[src/rtl/cpu16_pkg.sv]
// Shared constants for the 16-bit instruction encoder: opcodes, field
// positions, immediate limits and the write-FSM state type.
package cpu16_pkg;

    localparam logic [2:0] OP_ADD  = 3'b000;
    localparam logic [2:0] OP_SLI  = 3'b001;
    localparam logic [2:0] OP_J    = 3'b010;
    localparam logic [2:0] OP_JAL  = 3'b011;
    localparam logic [2:0] OP_LW   = 3'b100;
    localparam logic [2:0] OP_SW   = 3'b101;
    localparam logic [2:0] OP_BEQ  = 3'b110;
    localparam logic [2:0] OP_ADDI = 3'b111;

    localparam int OP_MSB    = 15;
    localparam int OP_LSB    = 13;
    localparam int RS_MSB    = 12;
    localparam int RS_LSB    = 10;
    localparam int RT_MSB    = 9;
    localparam int RT_LSB    = 7;
    localparam int RD_MSB    = 6;
    localparam int RD_LSB    = 4;
    localparam int FUNCT_MSB = 3;
    localparam int IMM_MSB   = 6;
    localparam int TGT_MSB   = 12;

    localparam int SLI_MAX  = 127;
    localparam int SIMM_MIN = -64;
    localparam int SIMM_MAX = 63;

    typedef enum logic {
        ST_IDLE  = 1'b0,
        ST_WRITE = 1'b1
    } wr_state_t;

endpackage

[src/rtl/instr_fifo.sv]
// Show-ahead staging FIFO; rdata always presents the head entry.
module instr_fifo #(
    parameter int DEPTH = 4,
    parameter int WIDTH = 16,
    parameter int CW    = $clog2(DEPTH + 1)
) (
    input  logic             clk,
    input  logic             reset,
    input  logic             push,
    input  logic [WIDTH-1:0] wdata,
    input  logic             pop,
    output logic [WIDTH-1:0] rdata,
    output logic [CW-1:0]    count
);

    localparam int PW = (DEPTH > 1) ? $clog2(DEPTH) : 1;

    logic [WIDTH-1:0] mem [DEPTH];
    logic [PW-1:0]    wr_ptr;
    logic [PW-1:0]    rd_ptr;
    logic             do_push;
    logic             do_pop;

    // Pointer wrap handles depths that are not a power of two.
    function automatic logic [PW-1:0] bump(input logic [PW-1:0] p);
        return (int'(p) == DEPTH - 1) ? '0 : p + PW'(1);
    endfunction

    assign do_push = push && (int'(count) < DEPTH);
    assign do_pop  = pop && (count != '0);
    assign rdata   = mem[rd_ptr];

    always_ff @(posedge clk) begin
        if (do_push) begin
            mem[wr_ptr] <= wdata;
        end
    end

    always_ff @(posedge clk or negedge reset) begin
        if (!reset) begin
            wr_ptr <= '0;
            rd_ptr <= '0;
            count  <= '0;
        end else begin
            if (do_push) begin
                wr_ptr <= bump(wr_ptr);
            end
            if (do_pop) begin
                rd_ptr <= bump(rd_ptr);
            end
            case ({do_push, do_pop})
                2'b10:   count <= count + CW'(1);
                2'b01:   count <= count - CW'(1);
                default: count <= count;
            endcase
        end
    end

endmodule

[src/rtl/instr_encoder.sv]
// Encodes and range-checks instructions, stages them in a FIFO and writes
// them to instruction memory at consecutive addresses under imem_ack.
module instr_encoder
    import cpu16_pkg::*;
#(
    parameter int          FIFO_DEPTH = 4,
    parameter logic [15:0] START_ADDR = 16'h0000
) (
    input  logic        clk,
    input  logic        reset,
    input  logic        in_valid,
    output logic        in_ready,
    input  logic [2:0]  opcode,
    input  logic [2:0]  rs,
    input  logic [2:0]  rt,
    input  logic [2:0]  rd,
    input  logic [3:0]  funct,
    input  logic [15:0] imm,
    input  logic [15:0] target,
    input  logic        addr_load,
    input  logic [15:0] addr_init,
    output logic        imem_we,
    output logic [15:0] imem_addr,
    output logic [15:0] imem_wdata,
    input  logic        imem_ack,
    output logic        err,
    output logic [7:0]  err_count,
    output logic [15:0] words_written,
    output logic        busy,
    output wr_state_t   fsm_state
);

    localparam int CW = $clog2(FIFO_DEPTH + 1);

    wr_state_t     state;
    wr_state_t     state_next;
    logic [15:0]   enc;
    logic          legal;
    logic          accept;
    logic          pop;
    logic          wr_done;
    logic          fifo_empty;
    logic [15:0]   head;
    logic [CW-1:0] fifo_count;

    always_comb begin
        enc                  = '0;
        legal                = 1'b1;
        enc[OP_MSB:OP_LSB]   = opcode;
        case (opcode)
            OP_ADD: begin
                enc[RS_MSB:RS_LSB]   = rs;
                enc[RT_MSB:RT_LSB]   = rt;
                enc[RD_MSB:RD_LSB]   = rd;
                enc[FUNCT_MSB:0]     = funct;
            end
            OP_J, OP_JAL: begin
                enc[TGT_MSB:0] = target[TGT_MSB:0];
                legal          = (target[15:TGT_MSB+1] == '0);
            end
            OP_SLI: begin
                enc[RS_MSB:RS_LSB] = rs;
                enc[RT_MSB:RT_LSB] = rt;
                enc[IMM_MSB:0]     = imm[IMM_MSB:0];
                legal              = (int'(imm) <= SLI_MAX);
            end
            default: begin
                enc[RS_MSB:RS_LSB] = rs;
                enc[RT_MSB:RT_LSB] = rt;
                enc[IMM_MSB:0]     = imm[IMM_MSB:0];
                legal = (int'($signed(imm)) >= SIMM_MIN) && (int'($signed(imm)) <= SIMM_MAX);
            end
        endcase
    end

    assign in_ready   = (int'(fifo_count) < FIFO_DEPTH);
    assign accept     = in_valid && in_ready;
    assign fifo_empty = (fifo_count == '0);

    instr_fifo #(
        .DEPTH (FIFO_DEPTH),
        .WIDTH (16)
    ) u_fifo (
        .clk   (clk),
        .reset (reset),
        .push  (accept && legal),
        .wdata (enc),
        .pop   (pop),
        .rdata (head),
        .count (fifo_count)
    );

    always_ff @(posedge clk or negedge reset) begin
        if (!reset) begin
            state <= ST_IDLE;
        end else begin
            state <= state_next;
        end
    end

    always_comb begin
        state_next = state;
        case (state)
            ST_IDLE:  if (!fifo_empty) state_next = ST_WRITE;
            ST_WRITE: if (imem_ack && fifo_empty) state_next = ST_IDLE;
            default:  state_next = ST_IDLE;
        endcase
    end

    // Acked write with more data pending pops immediately, so writes stream back-to-back.
    always_comb begin
        imem_we = (state == ST_WRITE);
        wr_done = (state == ST_WRITE) && imem_ack;
        pop     = !fifo_empty && ((state == ST_IDLE) || wr_done);
        busy    = (state == ST_WRITE) || !fifo_empty;
    end

    assign fsm_state = state;

    always_ff @(posedge clk or negedge reset) begin
        if (!reset) begin
            imem_addr     <= START_ADDR;
            imem_wdata    <= '0;
            words_written <= '0;
            err           <= 1'b0;
            err_count     <= '0;
        end else begin
            err <= accept && !legal;
            if (accept && !legal && err_count != 8'hFF) begin
                err_count <= err_count + 8'd1;
            end
            if (pop) begin
                imem_wdata <= head;
            end
            if (wr_done) begin
                imem_addr     <= imem_addr + 16'd1;
                words_written <= words_written + 16'd1;
            end else if (addr_load && state == ST_IDLE && fifo_empty) begin
                imem_addr     <= addr_init;
                words_written <= '0;
            end
        end
    end

endmodule

[config.mk]
export PLATFORM = sky130hd
export DESIGN_NAME = instr_encoder
export DESIGN_NICKNAME = d
export VERILOG_FILES = /design/src/rtl/cpu16_pkg.sv /design/src/rtl/instr_fifo.sv /design/src/rtl/instr_encoder.sv
export SDC_FILE = /design/constraint.sdc
export NUM_CORES = 1
export LEC_CHECK = 0
export ABC_CLOCK_PERIOD_IN_PS = 5720
export CAP_MARGIN = 20
export CORE_MARGIN = 1
export CORE_UTILIZATION = 41
export CTS_CLUSTER_SIZE = 40
export DETAILED_ROUTE_END_ITERATION = 8
export GPL_ROUTABILITY_DRIVEN = 0
export PLACE_DENSITY = 0.67
export SLEW_MARGIN = 0
export SYNTH_ARGS = -nofsm -noshare
export SYNTH_HDL_FRONTEND = slang
export SYNTH_SLANG_ARGS = --single-unit
[constraint.sdc]
create_clock -name clk -period 5.72 [get_ports clk]
set_input_delay 0.572 -clock clk [delete_from_list [all_inputs] [get_ports clk]]
set_output_delay 0.572 -clock clk [all_outputs]
set_load 0.01 [all_outputs]
==> run_results.csv <==
group,metric,value,unit
floorplan,pin_count,130,
clocking,clock-sinks,129,
synthesis,ys.flop_type,"dfrtp_1",
routing,drc_errors,0,
timing,fin_hold_ws,340,ps
grt,grt-ovfl-total,0,
clocking,numCtsBuffers,17,
grt,grt_pass1_vias,4142,
floorplan,die_w,121,um
clocking,cts-resized-gates,0,
routing,drt_iter0_drc,327,
critical_path,reg2reg_from,"u_fifo.count[2]$_DFFE_PN0P_",
synthesis,yosysUniqueCellTypes,48,
finish,syn_to_final_growth,35.8,%
timing,min_period,3230,ps
synthesis,ys_seq_area_frac,0.615,
clocking,postCtsHoldBufs,0,
synthesis,synth-seq-cells,129,
synthesis,async_reset_ff_frac,0.504,
routing,first_pass_iters,7,
floorplan,core_area,13500,sq um
routing,routed_via_density,5.41,
floorplan,dieArea,14600,sq um
synthesis,synth_area,5770,sq um
timing,tns,0,ps
floorplan,initial_utilization,0.427,
timing,finalSetupViolCount,0,
timing,slew_violations,0,
grt,antenna_found_initial,0,
critical_path,cp_data_arrival_time,3280,ps
critical_path,worstSetupEndpointType,"flip-flop",
grt,grt_pass1_wl,20800,um
finish,final_common_cell,"clkdlybuf4s50_1",
grt,grt_use_total,0.190,
synthesis,synthCells,434,
critical_path,worstPathCellList,"clkdlybuf4s50_1, nor2_1, a31oi_1, a32oi_4, and3_1, and2_1",
run_status,outcome,"complete, no violations",
synthesis,synth.avg_cell_area,13.3,sq um
floorplan,fp-row-count,42,
critical_path,setup.worst_path.start_class,"input port",
routing,num_vias,4097,
timing,rsz0062_at_grt,"no",
finish,layout.nets,647,
timing,hold_viol,0,
synthesis,synth-edff-count,64,
critical_path,cp_slowest_cell,"and2_1",
finish,final_cell_mix,"clkdlybuf4s50_1, dfrtp_1, edfxtp_1, nand2_1, o21ai_0",
clocking,tritoncts,"built",
synthesis,synth_nets,513,
timing,fin_skew,4.95,ps
grt,grt_start_max_net_pins,66,
clocking,cts_root_buffer,"clkbuf_16",
routing,ant_nets,0,
place,hpwl,8700,um
finish,final_area,7840,sq um
critical_path,critical-path-max-stage-delay,700,ps
routing,routed_wl,12600,um
finish,fillers,1097,
clocking,htree_num_levels,4,
clocking,clock_latency,420,ps
finish,final_util,0.581,
floorplan,die-height,121,um
min_path,hold_class,"input port to asynchronous set/reset pin",
clocking,post_cts_buffers,0,
timing,finalWorstSetupSlack,2490,ps
timing,fin_crit_sh,0.564,
job,max_cap_viol_count,0,
clocking,clkTransAtPathRegs,60,ps
critical_path,worstSetupStartpoint,"opcode[1]",
pwr,power.density,433,nW/um^2
critical_path,crit_fanout,16,
timing,fmax,310,MHz
timing,worst_pin_slew,852,ps
finish,antenna_cells,0,
routing,wire_per_inst,16.6,um
place,dp_slack,1990,ps
critical_path,required,5770,ps
finish,layout-drive-gt1-share,0.145,
pwr,p_leak,2.96,nW
clocking,cts_buffer_depth,2,
critical_path,path_class,"input port to flip-flop",
place,port_buffers,129,
place,placedInstanceArea,7220,sq um
synthesis,yosys_warnings,0,
timing,relSlewSlack,0.432,
pwr,vdd_drop_max,0.210,mV
-- cell usage after synthesis, types with 2 or more instances --
cell / number / area [sq um]
inv_1: 15 / 56.3
xnor2_1: 2 / 17.5
nor2_1: 19 / 71.3
a221o_1: 3 / 30.0
o31ai_1: 2 / 15.0
xor2_1: 9 / 78.8
ha_1: 9 / 113
nor4_1: 6 / 37.5
nand3_1: 17 / 85.1
o21ai_0: 27 / 135
a22oi_1: 7 / 52.6
a21oi_1: 8 / 40.0
mux4_2: 16 / 360
o21a_1: 2 / 15.0
nor3b_1: 2 / 15.0
nand2_1: 45 / 169
clkbuf_1: 11 / 41.3
and2_1: 5 / 31.3
nor3_1: 10 / 50.1
or3_1: 2 / 12.5
buf_2: 5 / 25.0
o211ai_1: 5 / 37.5
mux2_2: 25 / 282
dfrtp_1: 65 / 1630
mux2_1: 3 / 33.8
and4_1: 2 / 17.5
a31oi_1: 6 / 37.5
mux2i_1: 5 / 50.1
edfxtp_1: 64 / 1920
nand4_1: 7 / 43.8
buf_4: 2 / 15.0
a21o_1: 2 / 15.0
nor4b_1: 2 / 17.5
and3_1: 6 / 37.5
o311ai_0: 5 / 43.8
-- state kept, by name (all words and copies together), names as in the netlist --
name	cells
u_fifo.wr_ptr	2
imem_wdata	16
words_written	16
u_fifo.mem	64
err_count	8
err	1
imem_addr	16
u_fifo.count	3
fsm_state	1
u_fifo.rd_ptr	2
-- routing by layer --
layer / wire length (um) / global-route usage / up-vias
li1: - / - / 1916
met1: 5500 / 0.239 / 2014
met2: 6170 / 0.310 / 146
met3: 663 / 0.0429 / 21
met4: 268 / 0.0880 / 0
met5: 0 / 0 / -
-- power by group --
| group | internal (mW) | switching, mW |
|---|---|---|
| registers | 1.15 | 0.185 |
| clock network | 0.690 | 0.420 |
| logic | 0.559 | 0.390 |
| total | 2.40 | 0.995 |
-- worst paths after layout --
kind                                            endpoint  slack (ps)  cells after the start
setup / recovery             u_fifo.mem[1][14]$_DFFE_PP_        2490                      6
hold reg to reg            words_written[15]$_DFFE_PN0P_         480                      1
max in group asynchronous   u_fifo.wr_ptr[0]$_DFFE_PN0P_        4820                      2
hold / removal             words_written[13]$_DFFE_PN0P_         340                      2
setup reg to reg               imem_addr[12]$_DFFE_PN0P_        3170                      5
min in group clk           words_written[15]$_DFFE_PN0P_         480                      1
-- final cells by class --
type	count	area (sq um)	share of cell area
flip-flops and latches	129	3550	0.452
clock inverters	15	181	0.0231
multi-input cells	272	2090	0.266
repair buffers	133	1320	0.169
inverters	15	56.3	0.00718
well taps	176	220	0.0281
clock buffers	17	425	0.0542
-- metrics by stage --
step           power [mW]  std cells
2_1_floorplan        1.85        434
3_3_place_gp         2.27        724
3_5_place_dp         2.31        724
4_1_cts              3.43        756
5_1_grt              3.57        757
6_report             3.40        757
-- worst max-delay path, delay by kind of cell --
| family | cells | cell delay, ps |
|---|---|---|
| and+or+nand+nor | 3 | 1550 |
| buffers and inverters | 1 | 670 |
| AOI/OAI and AO/OA | 2 | 470 |
-- cells by family after synthesis --
group	Yosys count	synth area share
AO/OA/AOI/OAI	73	0.0854
XOR/XNOR	11	0.0167
adder cells (fa/ha/maj)	10	0.0230
buffers and inverters	33	0.0238
flip-flops	129	0.615
multiplexers	49	0.126
AND/OR/NAND/NOR	129	0.111
No activity file was read; power rests on OpenSTA's default activity.
